===== config.mk =====
export PLATFORM = sky130hd
export DESIGN_NAME = cache_line_transfer
export DESIGN_NICKNAME = d
export VERILOG_FILES = /design/src/rtl/cache_line_transfer.sv
export SDC_FILE = /design/constraint.sdc
export NUM_CORES = 1
export LEC_CHECK = 0
export CAP_MARGIN = 20
export CORE_AREA = 2 2 176 178
export CTS_BUF_LIST = sky130_fd_sc_hd__clkbuf_16
export DETAILED_ROUTE_END_ITERATION = 12
export DIE_AREA = 0 0 178 180
export PLACE_DENSITY = 0.83
export SLEW_MARGIN = 5
export SYNTH_ARGS = -nofsm -noshare
export SYNTH_HDL_FRONTEND = slang
export SYNTH_SLANG_ARGS = --single-unit
export TNS_END_PERCENT = 100

===== constraint.sdc =====
create_clock -name clock_i -period 1.91 [get_ports clock_i]
set_input_delay 0.382 -clock clock_i [delete_from_list [all_inputs] [get_ports clock_i]]
set_output_delay 0.382 -clock clock_i [all_outputs]
set_load 0.02 [all_outputs]

===== src/rtl/cache_line_transfer.sv =====
// cache_line_transfer: drains a victim line to word-serial memory, then fetches and block-writes a fill line.
// Define CACHE_XFER_CRITICAL_WORD_EN to start the fill at the missed word and flag it on word_valid_o.
module cache_line_transfer #(
    parameter int BW_DATA = 32,
    parameter int N_BLOCKS = 128,
    parameter int N_WORDS_PER_BLOCK = 4,
    parameter int BW_TAG_ADDR = 24,
    localparam int BW_ADDR = $clog2(N_BLOCKS),
    localparam int BW_OFFSET = $clog2(N_WORDS_PER_BLOCK),
    localparam int BW_BLOCK = BW_DATA * N_WORDS_PER_BLOCK
) (
    input  logic                           clock_i,
    input  logic                           resetn_i,
    input  logic                           req_i,
    input  logic                           req_wb_i,
    input  logic [BW_TAG_ADDR-1:0]         req_fill_addr_i,
    input  logic [BW_TAG_ADDR-1:0]         req_wb_addr_i,
    input  logic [BW_ADDR-1:0]             req_line_i,
    input  logic [BW_OFFSET-1:0]           req_offset_i,
    output logic                           busy_o,
    output logic                           done_o,
    output logic [BW_ADDR-1:0]             cache_addr_o,
    output logic                           cache_wren_block_o,
    output logic [BW_BLOCK-1:0]            cache_block_o,
    input  logic [BW_BLOCK-1:0]            cache_block_i,
    output logic                           mem_valid_o,
    output logic                           mem_we_o,
    output logic [BW_TAG_ADDR+BW_OFFSET-1:0] mem_addr_o,
    output logic [BW_DATA-1:0]             mem_data_o,
    input  logic                           mem_ready_i,
    input  logic                           mem_rvalid_i,
    input  logic [BW_DATA-1:0]             mem_data_i,
    output logic                           word_valid_o,
    output logic [BW_DATA-1:0]             word_o
);
    typedef enum logic [2:0] {IDLE, WB_LOAD, WB_SEND, FILL_REQ, FILL_WAIT, FILL_WRITE} state_t;

    state_t                                    state_q, state_d;
    logic [BW_OFFSET-1:0]                      cnt_q, cnt_d;
    logic [N_WORDS_PER_BLOCK-1:0][BW_DATA-1:0] buf_q, buf_d;
    logic [BW_ADDR-1:0]                        line_q, line_d;
    logic [BW_TAG_ADDR-1:0]                    fill_addr_q, fill_addr_d;
    logic [BW_TAG_ADDR-1:0]                    wb_addr_q, wb_addr_d;
    logic [BW_OFFSET-1:0]                      fill_idx;

`ifdef CACHE_XFER_CRITICAL_WORD_EN
    logic [BW_OFFSET-1:0] off_q, off_d;
    // cnt counts words already fetched; the slot rotates from the missed word
    assign fill_idx     = cnt_q + off_q;
    assign word_valid_o = (state_q == FILL_WAIT) && mem_rvalid_i && (cnt_q == '0);
    assign word_o       = word_valid_o ? mem_data_i : '0;
    assign off_d        = (state_q == IDLE && req_i) ? req_offset_i : off_q;

    always_ff @(posedge clock_i or negedge resetn_i) begin
        if (!resetn_i) off_q <= '0;
        else           off_q <= off_d;
    end
`else
    logic unused_offset;
    assign unused_offset = ^req_offset_i;
    assign fill_idx      = cnt_q;
    assign word_valid_o  = 1'b0;
    assign word_o        = '0;
`endif

    always_comb begin
        state_d            = state_q;
        cnt_d              = cnt_q;
        buf_d              = buf_q;
        line_d             = line_q;
        fill_addr_d        = fill_addr_q;
        wb_addr_d          = wb_addr_q;
        busy_o             = (state_q != IDLE);
        done_o             = 1'b0;
        cache_addr_o       = line_q;
        cache_wren_block_o = 1'b0;
        cache_block_o      = '0;
        mem_valid_o        = 1'b0;
        mem_we_o           = 1'b0;
        mem_addr_o         = '0;
        mem_data_o         = '0;
        case (state_q)
            IDLE: begin
                cache_addr_o = req_i ? req_line_i : '0;
                if (req_i) begin
                    line_d      = req_line_i;
                    fill_addr_d = req_fill_addr_i;
                    wb_addr_d   = req_wb_addr_i;
                    state_d     = req_wb_i ? WB_LOAD : FILL_REQ;
                end
            end
            WB_LOAD: begin
                buf_d   = cache_block_i;
                cnt_d   = '0;
                state_d = WB_SEND;
            end
            WB_SEND: begin
                mem_valid_o = 1'b1;
                mem_we_o    = 1'b1;
                mem_addr_o  = {wb_addr_q, cnt_q};
                mem_data_o  = buf_q[cnt_q];
                if (mem_ready_i) begin
                    cnt_d   = cnt_q + BW_OFFSET'(1);
                    state_d = (cnt_q == '1) ? FILL_REQ : WB_SEND;
                end
            end
            FILL_REQ: begin
                mem_valid_o = 1'b1;
                mem_addr_o  = {fill_addr_q, fill_idx};
                state_d     = mem_ready_i ? FILL_WAIT : FILL_REQ;
            end
            FILL_WAIT: begin
                if (mem_rvalid_i) begin
                    buf_d[fill_idx] = mem_data_i;
                    cnt_d           = cnt_q + BW_OFFSET'(1);
                    state_d         = (cnt_q == '1) ? FILL_WRITE : FILL_REQ;
                end
            end
            FILL_WRITE: begin
                cache_wren_block_o = 1'b1;
                cache_block_o      = buf_q;
                done_o             = 1'b1;
                state_d            = IDLE;
            end
            default: state_d = IDLE;
        endcase
    end

    always_ff @(posedge clock_i or negedge resetn_i) begin
        if (!resetn_i) begin
            state_q     <= IDLE;
            cnt_q       <= '0;
            buf_q       <= '0;
            line_q      <= '0;
            fill_addr_q <= '0;
            wb_addr_q   <= '0;
        end else begin
            state_q     <= state_d;
            cnt_q       <= cnt_d;
            buf_q       <= buf_d;
            line_q      <= line_d;
            fill_addr_q <= fill_addr_d;
            wb_addr_q   <= wb_addr_d;
        end
    end
endmodule


==> summary.md <==
| Metric | Value |
|---|---|
| Post-synthesis to final-layout area growth | 90.6% |
| Worst reg2reg startpoint | cnt_q[0] |
| Type of element launching the critical path | flip-flop |
| Register bit total from synthesis | about 190 |
| Multi-input gate area in the final layout | 6780 um^2 |
| Starting density of the core | around 37% |
| Leakage power | approximately 0.0092 uW |
| Number of cells on the worst reg-to-reg path | 11 |
| Most numerous cell in the Yosys netlist | sky130_fd_sc_hd__dfrtp_1 |
| Wire length per cell | roughly 29 um |
| Cell class contributing the biggest share of worst-path delay | compound AO/OA/AOI/OAI gates |
| Setup Crit Path Kind | flip-flop to flip-flop |
| Initial DRC Count | 2205 |
| Vias per std cell | around 6.3 |
| Final Max Tran Viols | 0 |
| Initial antenna violation count | 7 |
| Final Worst Setup Slack | -0.885 ns |
| CTS tree | yes |
| Post-synth cell types | 36 |
| Total wire length | about 66 mm |
| Max Fanout on Critical Path | 5 |
| Fraction of final layout cells sized beyond drive strength 1 | 46.1% |
| Worst endpoint data arrival time | around 3 ns |
| Count of port buffers added during placement | 418 |
| RSZ-0062 raised after global routing | yes |
| Drt first pass iters | 13 |
| Register area | ~4700 um^2 |
| CTS buffer count | 17 |
| Clock sink count | approximately 190 |
| Primary FF master, synth | sky130_fd_sc_hd__dfrtp_1 |
| Seq/Total Area, Yosys | 42.0% |
| Boundary Pins | ~450 |
| Remaining Overflow, GRT | 0 |
| Path length in cells of the critical path | 11 |
| Buffer depth of the longest clock path | 2 |
| DR DRC count | 0 |
| Standard cell with the maximum stage delay on the critical path | sky130_fd_sc_hd__a31oi_1 |
| # H-tree levels | 4 |
| Stage delay of the slowest cell on the critical path | 0.63 ns |
| Final critical-path share of the clock period | 146% |
| Max VDD drop | approximately 0.0011 V |
| Cell area power density | between 1500 and 2000 nW/um^2 |
| DIE WIDTH | between 150 and 200 um |
| Timing endpoint of the critical path | buf_q[73] |
| Share of flip-flops with an asynchronous set or reset after synthesis | 100% |
| Top cell type's share of synthesized area | 42.0% |
| Vias in the first global route | around 13000 |
| Count of flip-flops with a built-in enable after synthesis | 0 |
| Max Cap Viol | 0 |
| Pin slew with the least headroom to its limit | about 0.85 ns |
| Count of warnings emitted by yosys | 0 |
| Die Area | 32000 um^2 |
| Largest net degree at the start of global routing | 56 |
| Cell count after synthesis | ~1200 |
| Count of nets left with antenna violations after detail routing | 0 |
| Total negative slack for setup checks | -105.97 ns |
| Final-report hold violation count | 0 |
| CP Data Required Time | roughly 2.2 ns |
| Post-synthesis instance area | around 11000 um^2 |
| Number of setup violations in the final report | between 300 and 400 |
| Overall fraction of global-route tracks in use | 31.4% |
| Run status | finished with violations |
| Max-Slew Margin vs Limit | ~43% |
| Time the worst path needs with I/O delays and setup | 2.80 ns |
| Endpoint of the worst register-to-register path | buf_q[73] |
| Number of inserted filler cells in the final layout | 1937 |
| Setup clock skew after layout | between 0.015 and 0.02 ns |
| Root Driver | sky130_fd_sc_hd__clkbuf_16 |
| Crit path cell chain | buf_4 -> buf_16 -> buf_8 -> inv_8 -> ha_4 -> nand4b_1 -> a21oi_4 -> buf_6 -> buf_12 -> nor2_1 -> a31oi_1 |
| Final #Nets | roughly 2100 |
| Via count | 14400 |
| Site Rows | 64 |
| Wire length of the first global-routing pass | between 70 and 80 mm |
| Later-pin clock latency in the skew report | 0.45 ns |
| Mapped Avg Cell Area | about 9 um^2 |
| Die height | about 180 um |
| Final weighted congestion in routability-driven placement | roughly 0.94 |
| Worst setup path start | cnt_q[0] |
| Maximum clock frequency | ~360 MHz |
| Worst hold path class | input port to asynchronous set/reset pin |
| Post-detail-place hpwl | 31.0 mm |
| Leading cell types by count after synthesis | 188 x sky130_fd_sc_hd__dfrtp_1, 160 x sky130_fd_sc_hd__nor2_1, 135 x sky130_fd_sc_hd__nand2_1, 131 x sky130_fd_sc_hd__nand3_1, 129 x sky130_fd_sc_hd__and3_1 |
| Failing checks | setup timing |
| Clock slew at reported path FFs | about 0.08 ns |
| Pre-CTS worst setup slack | -0.452 ns |
| Largest cells by area after synthesis | sky130_fd_sc_hd__dfrtp_1 42%, sky130_fd_sc_hd__and3_1 7.2%, sky130_fd_sc_hd__a31oi_1 7.1% |
| Critical path capture point type | flip-flop |
| Worst R2R Setup Slack | -0.89 ns |
| Final core occ | between 70% and 80% |
| Core region area | 30200 um^2 |
| Dominant cell type by area after synthesis | sky130_fd_sc_hd__dfrtp_1 |
| Number of buffer and inverter stages on the critical path | 6 |
stage by stage:
| stage | instances | hold WS, ns | total power, uW | instance area, um^2 |
|---|---|---|---|---|
| after floorplan | 1264 | 0.0864 | 15300 | 11300 |
| after global placement | 2107 | 0.381 | 22400 | 16900 |
| after detailed placement | 2107 | 0.382 | 22900 | 16900 |
| after CTS | 2217 | 0.471 | 28900 | 19200 |
| after global routing | 2288 | 0.479 | 34800 | 21400 |
| final | 2289 | 0.458 | 33800 | 21400 |
power breakdown:
part | leakage (uW) | switching [uW] | internal (uW)
combinational | 0.00676 | 11100 | 11500
clock | 0.000280 | 1820 | 1930
sequential | 0.00212 | 1450 | 6010
area by class of cell:
type / instances / area share (%)
Antenna cell: 5 / 0.0586
Clock buffer: 17 / 1.99
Clock inverter: 15 / 0.709
Inverter: 7 / 0.199
Multi-Input combinational cell: 907 / 31.7
Sequential cell: 188 / 22.1
Tap cell: 396 / 2.32
Timing Repair Buffer: 754 / 40.9
worst min-delay path by stage:
stage,cells after the start,slack (ns),to
global placement,1,0.38,wb_addr_q[7]
finish,2,0.46,fill_addr_q[8]
floorplan,0,0.09,buf_q[0]
CTS,2,0.47,wb_addr_q[7]
detailed placement,1,0.38,wb_addr_q[7]
global route,2,0.48,fill_addr_q[8]
cells in the final DEF, fill, tap and decap left out, drive strengths merged, types with 10 or more instances in the layout:
cell type,netlist,layout
and3,129,130
and2,34,34
clkdlybuf4s50,0,219
nor2,160,160
conb,1,33
mux2,55,55
mux2i,24,24
clkbuf,45,53
mux4,32,32
a31oi,128,128
dfrtp,188,188
buf,118,498
nand3,131,131
a21oi,10,10
nand2,135,135
inv,7,10
metal layers:
| layer | track usage [%] | vias up | part of all wire (%) |
|---|---|---|---|
| met5 | 0 | - | 0.33 |
| met4 | 17.3 | 7 | 7.2 |
| met3 | 9.22 | 468 | 14 |
| met2 | 50.0 | 1479 | 44 |
| met1 | 38.0 | 6828 | 34 |
| li1 | - | 5613 | - |
repair_timing:
action                                  in CTS  in global routing
gates cloned                                21                 44
pin swaps                                   56                118
setup buffers                               58                 41
endpoints found under the hold margin       43                  0
endpoints found under the setup margin     297                385
hold buffers                                 1                  0
resized for setup                         1214                307
flip-flops by register name, summed over array words and instances (netlist names):
signal,count
buf_q,128
fill_addr_q,24
wb_addr_q,24
line_q,7
state_q,3
cnt_q,2
cells by family (layout without fill, tap and decap cells):
logic type                 Yosys count  count (layout)  synth area share (%)
and+or+nand+nor                    602             603                  25.7
DFF                                188             188                  42.0
buffers and inverters              170             793                  8.53
AOI/OAI and AO/OA                  156             156                  9.24
muxes                              111             111                  14.1
adders and majority gates            4               4                 0.446
other                                1              38                0.0334
(Power assumes the default switching activity.)
